**src/rtl/ad9783_spi_responder_if.sv**
```systemverilog
// SPI bus between an AD9783-style controller (master) and the responder (slave).
// Signal names carry the responder's port-direction suffixes.
interface ad9783_spi_responder_if;
  logic spi_scs_in;
  logic spi_sck_in;
  logic spi_sdi_in;
  logic spi_sdo_out;
  logic spi_sdo_oe_out;

  modport master (
    output spi_scs_in, spi_sck_in, spi_sdi_in,
    input  spi_sdo_out, spi_sdo_oe_out
  );

  modport slave (
    input  spi_scs_in, spi_sck_in, spi_sdi_in,
    output spi_sdo_out, spi_sdo_oe_out
  );
endinterface

```
**src/rtl/ad9783_spi_responder.sv**
```systemverilog
// AD9783 16-bit SPI register protocol responder: 32 x 8 register file,
// oversampled SPI slave with write strobe, live SMP_DLY and abort counter.
module ad9783_spi_responder #(
  parameter logic [7:0] SMP_DLY_RST = 8'h00,
  parameter logic [7:0] VERSION     = 8'h03,
  parameter int         SYNC_STAGES = 2
) (
  input  logic                 clk_in,
  input  logic                 rst_in,
  ad9783_spi_responder_if.slave spi,
  output logic                 wr_stb_out,
  output logic [4:0]           wr_addr_out,
  output logic [7:0]           wr_data_out,
  output logic [7:0]           smp_dly_out,
  output logic [7:0]           abort_cnt_out
);

  localparam int STAGES = (SYNC_STAGES < 2) ? 2 : SYNC_STAGES;
  localparam logic [4:0] ADDR_SMP_DLY = 5'h05;
  localparam logic [4:0] ADDR_VERSION = 5'h1F;

  typedef enum logic [2:0] {
    IDLE,
    INSTR,
    WDATA,
    RDATA,
    WAIT_CS
  } state_t;

  state_t              state_q, state_d;
  logic [STAGES-1:0]   scs_sync_q, scs_sync_d;
  logic [STAGES-1:0]   sck_sync_q, sck_sync_d;
  logic [STAGES-1:0]   sdi_sync_q, sdi_sync_d;
  logic                scs_prev_q, scs_prev_d;
  logic                sck_prev_q, sck_prev_d;
  logic [3:0]          bit_cnt_q, bit_cnt_d;
  logic [7:0]          shift_q, shift_d;
  logic [4:0]          addr_q, addr_d;
  logic                n_ok_q, n_ok_d;
  logic [7:0]          rd_shift_q, rd_shift_d;
  logic                sdo_q, sdo_d;
  logic                sdo_oe_q, sdo_oe_d;
  logic                wr_stb_q, wr_stb_d;
  logic [4:0]          wr_addr_q, wr_addr_d;
  logic [7:0]          wr_data_q, wr_data_d;
  logic [7:0]          abort_cnt_q, abort_cnt_d;
  logic [7:0]          regs_q [32];
  logic [7:0]          regs_d [32];

  logic       scs_s, sck_s, sdi_s;
  logic       scs_rise, scs_fall, sck_rise, sck_fall;
  logic [7:0] shift_in;

  assign scs_s    = scs_sync_q[STAGES-1];
  assign sck_s    = sck_sync_q[STAGES-1];
  assign sdi_s    = sdi_sync_q[STAGES-1];
  assign scs_rise =  scs_s & ~scs_prev_q;
  assign scs_fall = ~scs_s &  scs_prev_q;
  assign sck_rise =  sck_s & ~sck_prev_q;
  assign sck_fall = ~sck_s &  sck_prev_q;
  assign shift_in = {shift_q[6:0], sdi_s};

  always_comb begin
    // NOTE: every _d starts as its _q so no path through this block leaves a
    // variable unassigned, which would otherwise infer a latch.
    scs_sync_d  = {scs_sync_q[STAGES-2:0], spi.spi_scs_in};
    sck_sync_d  = {sck_sync_q[STAGES-2:0], spi.spi_sck_in};
    sdi_sync_d  = {sdi_sync_q[STAGES-2:0], spi.spi_sdi_in};
    scs_prev_d  = scs_s;
    sck_prev_d  = sck_s;
    state_d     = state_q;
    bit_cnt_d   = bit_cnt_q;
    shift_d     = shift_q;
    addr_d      = addr_q;
    n_ok_d      = n_ok_q;
    rd_shift_d  = rd_shift_q;
    sdo_d       = sdo_q;
    wr_stb_d    = 1'b0;
    wr_addr_d   = wr_addr_q;
    wr_data_d   = wr_data_q;
    abort_cnt_d = abort_cnt_q;
    regs_d      = regs_q;

    case (state_q)
      IDLE: begin
        if (scs_fall) begin
          state_d   = INSTR;
          bit_cnt_d = '0;
          shift_d   = '0;
        end
      end

      INSTR, WDATA, RDATA: begin
        // Chip-select release wins over a coincident final SCK edge.
        if (scs_rise) begin
          state_d = IDLE;
          sdo_d   = 1'b0;
          if (abort_cnt_q != 8'hFF) abort_cnt_d = abort_cnt_q + 8'd1;
        end else if (sck_rise) begin
          bit_cnt_d = bit_cnt_q + 4'd1;
          shift_d   = shift_in;
          if (state_q == INSTR && bit_cnt_q == 4'd7) begin
            addr_d  = shift_in[4:0];
            n_ok_d  = (shift_in[6:5] == 2'b00);
            shift_d = '0;
            if (shift_in[7]) begin
              state_d    = RDATA;
              rd_shift_d = (shift_in[6:5] == 2'b00) ? regs_q[shift_in[4:0]] : 8'h00;
            end else begin
              state_d = WDATA;
            end
          end else if (state_q == WDATA && bit_cnt_q == 4'd15) begin
            state_d = WAIT_CS;
            if (n_ok_q && addr_q != ADDR_VERSION) begin
              regs_d[addr_q] = shift_in;
              wr_stb_d       = 1'b1;
              wr_addr_d      = addr_q;
              wr_data_d      = shift_in;
            end
          end else if (state_q == RDATA && bit_cnt_q == 4'd15) begin
            state_d = WAIT_CS;
            sdo_d   = 1'b0;
          end
        end else if (sck_fall && state_q == RDATA) begin
          sdo_d      = rd_shift_q[7];
          rd_shift_d = {rd_shift_q[6:0], 1'b0};
        end
      end

      WAIT_CS: begin
        if (scs_rise) state_d = IDLE;
      end

      default: state_d = IDLE;
    endcase

    sdo_oe_d = (state_d == RDATA);
  end

  always_ff @(posedge clk_in or negedge rst_in) begin
    if (!rst_in) begin
      scs_sync_q  <= '1;
      sck_sync_q  <= '0;
      sdi_sync_q  <= '0;
      scs_prev_q  <= 1'b1;
      sck_prev_q  <= 1'b0;
      state_q     <= IDLE;
      bit_cnt_q   <= '0;
      shift_q     <= '0;
      addr_q      <= '0;
      n_ok_q      <= 1'b0;
      rd_shift_q  <= '0;
      sdo_q       <= 1'b0;
      sdo_oe_q    <= 1'b0;
      wr_stb_q    <= 1'b0;
      wr_addr_q   <= '0;
      wr_data_q   <= '0;
      abort_cnt_q <= '0;
      // NOTE: the register file is reset like any other flop because its
      // reset contents (SMP_DLY, VERSION) are architecturally visible.
      for (int i = 0; i < 32; i++) begin
        regs_q[i] <= (i == int'(ADDR_SMP_DLY)) ? SMP_DLY_RST :
                     (i == int'(ADDR_VERSION)) ? VERSION : 8'h00;
      end
    end else begin
      // NOTE: non-blocking assignments so every flop samples pre-edge values.
      scs_sync_q  <= scs_sync_d;
      sck_sync_q  <= sck_sync_d;
      sdi_sync_q  <= sdi_sync_d;
      scs_prev_q  <= scs_prev_d;
      sck_prev_q  <= sck_prev_d;
      state_q     <= state_d;
      bit_cnt_q   <= bit_cnt_d;
      shift_q     <= shift_d;
      addr_q      <= addr_d;
      n_ok_q      <= n_ok_d;
      rd_shift_q  <= rd_shift_d;
      sdo_q       <= sdo_d;
      sdo_oe_q    <= sdo_oe_d;
      wr_stb_q    <= wr_stb_d;
      wr_addr_q   <= wr_addr_d;
      wr_data_q   <= wr_data_d;
      abort_cnt_q <= abort_cnt_d;
      regs_q      <= regs_d;
    end
  end

  assign spi.spi_sdo_out    = sdo_q;
  assign spi.spi_sdo_oe_out = sdo_oe_q;
  assign wr_stb_out         = wr_stb_q;
  assign wr_addr_out        = wr_addr_q;
  assign wr_data_out        = wr_data_q;
  assign smp_dly_out        = regs_q[ADDR_SMP_DLY];
  assign abort_cnt_out      = abort_cnt_q;

endmodule

```
**src/flat_wrapper.sv**
```systemverilog
// flat-port wrapper written by rule: the top's interface ports become plain ports
module ad9783_spi_responder_flat 
#(
  parameter logic [7:0] SMP_DLY_RST = 8'h00,
  parameter logic [7:0] VERSION     = 8'h03,
  parameter int         SYNC_STAGES = 2
)
  (clk_in, rst_in, wr_stb_out, wr_addr_out, wr_data_out, smp_dly_out, abort_cnt_out, spi_spi_scs_in, spi_spi_sck_in, spi_spi_sdi_in, spi_spi_sdo_out, spi_spi_sdo_oe_out);
  ad9783_spi_responder_if spi_i ();
  input  logic clk_in;
  input  logic rst_in;
  output logic wr_stb_out;
  output logic [4:0] wr_addr_out;
  output logic [7:0] wr_data_out;
  output logic [7:0] smp_dly_out;
  output logic [7:0] abort_cnt_out;
  input wire logic [$bits(spi_i.spi_scs_in)-1:0] spi_spi_scs_in;
  input wire logic [$bits(spi_i.spi_sck_in)-1:0] spi_spi_sck_in;
  input wire logic [$bits(spi_i.spi_sdi_in)-1:0] spi_spi_sdi_in;
  output wire logic [$bits(spi_i.spi_sdo_out)-1:0] spi_spi_sdo_out;
  output wire logic [$bits(spi_i.spi_sdo_oe_out)-1:0] spi_spi_sdo_oe_out;
  assign spi_i.spi_scs_in = spi_spi_scs_in;
  assign spi_i.spi_sck_in = spi_spi_sck_in;
  assign spi_i.spi_sdi_in = spi_spi_sdi_in;
  assign spi_spi_sdo_out = spi_i.spi_sdo_out;
  assign spi_spi_sdo_oe_out = spi_i.spi_sdo_oe_out;
  ad9783_spi_responder #(.SMP_DLY_RST(SMP_DLY_RST), .VERSION(VERSION), .SYNC_STAGES(SYNC_STAGES)) u_core (.clk_in(clk_in), .rst_in(rst_in), .spi(spi_i), .wr_stb_out(wr_stb_out), .wr_addr_out(wr_addr_out), .wr_data_out(wr_data_out), .smp_dly_out(smp_dly_out), .abort_cnt_out(abort_cnt_out));
endmodule
```
**config.mk**
```make
export PLATFORM = sky130hd
export DESIGN_NAME = ad9783_spi_responder_flat
export DESIGN_NICKNAME = d
export VERILOG_FILES = /design/src/rtl/ad9783_spi_responder_if.sv /design/src/rtl/ad9783_spi_responder.sv /design/src/flat_wrapper.sv
export SDC_FILE = /design/constraint.sdc
export NUM_CORES = 1
export LEC_CHECK = 0
export ABC_CLOCK_PERIOD_IN_PS = 3110
export BUFFER_PORTS_ARGS = -buffer_cell sky130_fd_sc_hd__clkbuf_2
export CAP_MARGIN = 25
export CORE_UTILIZATION = 60
export CTS_BUF_LIST = sky130_fd_sc_hd__clkbuf_8
export DETAILED_ROUTE_END_ITERATION = 7
export HOLD_SLACK_MARGIN = 0.03
export PLACE_DENSITY = 0.82
export SYNTH_ARGS = -nofsm -noshare
export SYNTH_HDL_FRONTEND = slang
export SYNTH_SLANG_ARGS = --single-unit
export TNS_END_PERCENT = 100
```
**constraint.sdc**
```tcl
create_clock -name clk_in -period 3.11 [get_ports clk_in]
set_input_delay 0.311 -clock clk_in [delete_from_list [all_inputs] [get_ports clk_in]]
set_output_delay 0.311 -clock clk_in [all_outputs]
set_load 0.02 [all_outputs]
```
==> metrics.md <==
| Metric | Value |
|---|---|
| Status | `finished clean` |
| First-pass iteration count of the detailed router | `5` |
| Crit path capture type | `register` |
| Rows | `56` |
| Synth cell types | `56` |
| Via count | `8783` |
| Maximum clock path buffer count | `3` |
| Die Area | `24600 sq um` |
| Avg Inst Size Synth | `14.0 sq um` |
| Synth Net Count | `1033` |
| Setup TNS | `0 ns` |
| Post-route setup slack | `0.316 ns` |
| Slew Viols, Final | `0` |
| Crit path DAT | `3.23 ns` |
| Peak supply drop | `0.287 mV` |
| # setup viols final | `0` |
| Synth async-reset ratio | `1.00` |
| Nets | `1070` |
| Power Density | `509 nW/um^2` |
| DP Worst Slack | `0.388 ns` |
| Most frequent cells in the layout | `dfrtp_1 (308), mux2_2 (281), clkbuf_8 (63)` |
| Final Hold Vio Count | `0` |
| DRC | `0` |
| Die Wd | `157 um` |
| Core area | `23500 sq um` |
| First-pass GRT wire length | `49400 um` |
| Final WL | `31000 um` |
| Routed vias/inst | `6.20` |
| Antenna-violating nets left | `0` |
| FF+latch count, synth | `316` |
| CP startpoint | `u_core.bit_cnt_q[0]$_DFFE_PN0P_` |
| Tcrit/Tclk final | `0.898` |
| Initial cell density of the core | `0.612` |
| Synth area leaders | `dfrtp_1 (54%), mux2_2 (22%), mux4_2 (6.3%)` |
| Largest area contributor in the netlist | `dfrtp_1` |
| Primary FF master, synth | `dfrtp_1` |
| Synthesized cell area | `14400 sq um` |
| Synthesized instance count | `1026` |
| IO Count | `37` |
| Shortest period the worst path allows | `2.79 ns` |
| Ant diodes | `0` |
| Number of buffers added on ports | `36` |
| Max FO, Critical Path | `8` |
| Clock Skew | `0.0317 ns` |
| Drt first-iter violations | `855` |
| CP required | `3.55 ns` |
| Reg-to-reg startpoint | `u_core.bit_cnt_q[0]$_DFFE_PN0P_` |
| Post-layout util | `0.679` |
| Largest net degree at the start of global routing | `84` |
| Initial antenna violation count | `0` |
| Clock sinks | `316` |
| Layout area overhead | `11.0%` |
| Slew margin rel. | `0.439` |
| Grt total ovfl | `0` |
| Post-CTS Setup Bufs | `0` |
| Seq/Total Area, Yosys | `0.549` |
| Share of cells above drive strength 1 | `0.440` |
| Max_cap viols | `0` |
| Root Driver | `clkbuf_8` |
| Vias in the first global route | `8817` |
| HPWL after detailed placement | `19800 um` |
| Startpoint Class | `register` |
| WL/cell | `21.9 um` |
| H-tree level count | `2` |
| Slew @ Worst Pin | `0.841 ns` |
| RSZ-0062 raised after global routing | `no` |
| CTS Buf Count | `50` |
| Post-synth EDFFs | `0` |
| Ys Warns | `0` |
| Die H | `157 um` |
| Max Freq | `0.358 GHz` |
| Leakage | `7.90 nW` |
| Post-synth top area share | `0.540` |
| Clock Latency Late Sink | `0.58 ns` |
| TritonCTS clock tree | `built` |
| Routability cong. | `0.898` |
| GRT Util Overall | `0.265` |
| Commonest non-fill, non-tap cell in the layout | `dfrtp_1` |
| CTS clk-pin slew, worst paths | `0.06 ns` |
| Critical path type | `reg -> reg` |
| HP Class | `in -> async` |
[timing repair]
| action | 4_1_cts | 5_1_grt |
|---|---|---|
| hold endpoints to repair | 78 | 0 |
| gates resized for setup | 0 | 0 |
| hold buffers | 4 | 0 |
[Yosys cell counts, types with 4 or more instances]
cell,number
dfrtp_1,311
o22ai_1,10
mux4_2,40
nor3_1,5
nand2b_1,8
nand4_1,9
a211o_1,8
a21oi_1,14
xor2_1,4
buf_4,13
buf_1,9
o21ai_0,15
mux2i_1,41
nand3b_1,4
a22o_1,22
nor2b_1,7
dfstp_2,5
inv_1,6
nand3_1,14
clkbuf_1,50
o221ai_1,7
buf_2,16
mux2_2,281
nor2_1,30
or3_1,4
nand2_1,40
[cell type report]
class / count / area (sq um)
clock buffers: 63 / 867
multi-input cells: 616 / 6080
clock inverters: 23 / 153
flip-flops and latches: 316 / 7920
well taps: 319 / 399
repair buffers: 73 / 553
inverters: 6 / 22.5
fillers: 1637 / 7550
[worst max-delay path, stage by stage (launching register included)]
cell     delay [ns]
dfrtp_1        0.40
ha_1           0.20
and3b_1        0.31
nand3_2        0.14
or4_1          0.70
nor2_2         0.50
mux2_2         0.39
[power breakdown]
group          switching [mW]  internal [mW]  leakage [nW]
sequential             0.0617           4.15          4.38
combinational           0.237          0.127          2.94
clock                    1.59           1.98         0.582
total                    1.89           6.26          7.90
[registers in the layout, indices dropped and copies added, names as in the netlist, 2 cells and up]
name and flops:
u_core.regs_q 248, u_core.abort_cnt_out 8, u_core.rd_shift_q 8, u_core.smp_dly_out 8
u_core.wr_data_out 8, u_core.shift_q 7, u_core.addr_q 5, u_core.wr_addr_out 5
u_core.bit_cnt_q 4, u_core.state_q 3, u_core.sck_sync_q 2, u_core.scs_sync_q 2
u_core.sdi_sync_q 2
[worst paths after layout]
path | to | slack (ns) | cells past startpoint
setup / recovery | u_core.regs_q[220]$_DFFE_PN0P_ | 0.32 | 6
hold / removal | u_core.abort_cnt_out[4]$_DFFE_PN0P_ | 0.32 | 2
setup reg to reg | u_core.regs_q[220]$_DFFE_PN0P_ | 0.32 | 6
hold reg to reg | u_core.sck_sync_q[1]$_DFF_PN0_ | 0.35 | 0
max in group asynchronous | u_core.regs_q[233]$_DFFE_PN0P_ | 1.91 | 3
min in group clk_in | u_core.sck_sync_q[1]$_DFF_PN0_ | 0.35 | 0
[logic make-up after synthesis]
logic type      after synthesis  share of synthesized area
buf+inv                      94                     0.0293
xor+xnor                      7                    0.00425
compound gates               96                     0.0480
flops                       316                      0.549
mux                         365                      0.313
simple gates                146                     0.0546
fa+ha+maj                     2                    0.00174
[per-stage QoR]
stage / total power [mW] / cells / area (sq um) / hold slack (ns)
after floorplan: 4.47 / 1026 / 14400 / 0.0154
after global placement: 4.64 / 1325 / 14900 / 0.334
after detailed placement: 4.64 / 1325 / 14900 / 0.336
after CTS: 8.21 / 1415 / 16000 / 0.334
after global routing: 8.43 / 1416 / 16000 / 0.353
final: 8.15 / 1416 / 16000 / 0.325
[layer usage]
| metal | GRT usage | share of wire | up-vias |
|---|---|---|---|
| met5 | 0 | 0 | - |
| met3 | 0.0520 | 0.059 | 54 |
| met2 | 0.414 | 0.47 | 242 |
| met1 | 0.377 | 0.45 | 4627 |
| li1 | - | - | 3860 |
| met4 | 0.0850 | 0.022 | 0 |
Power figures use the tool's default switching activity.
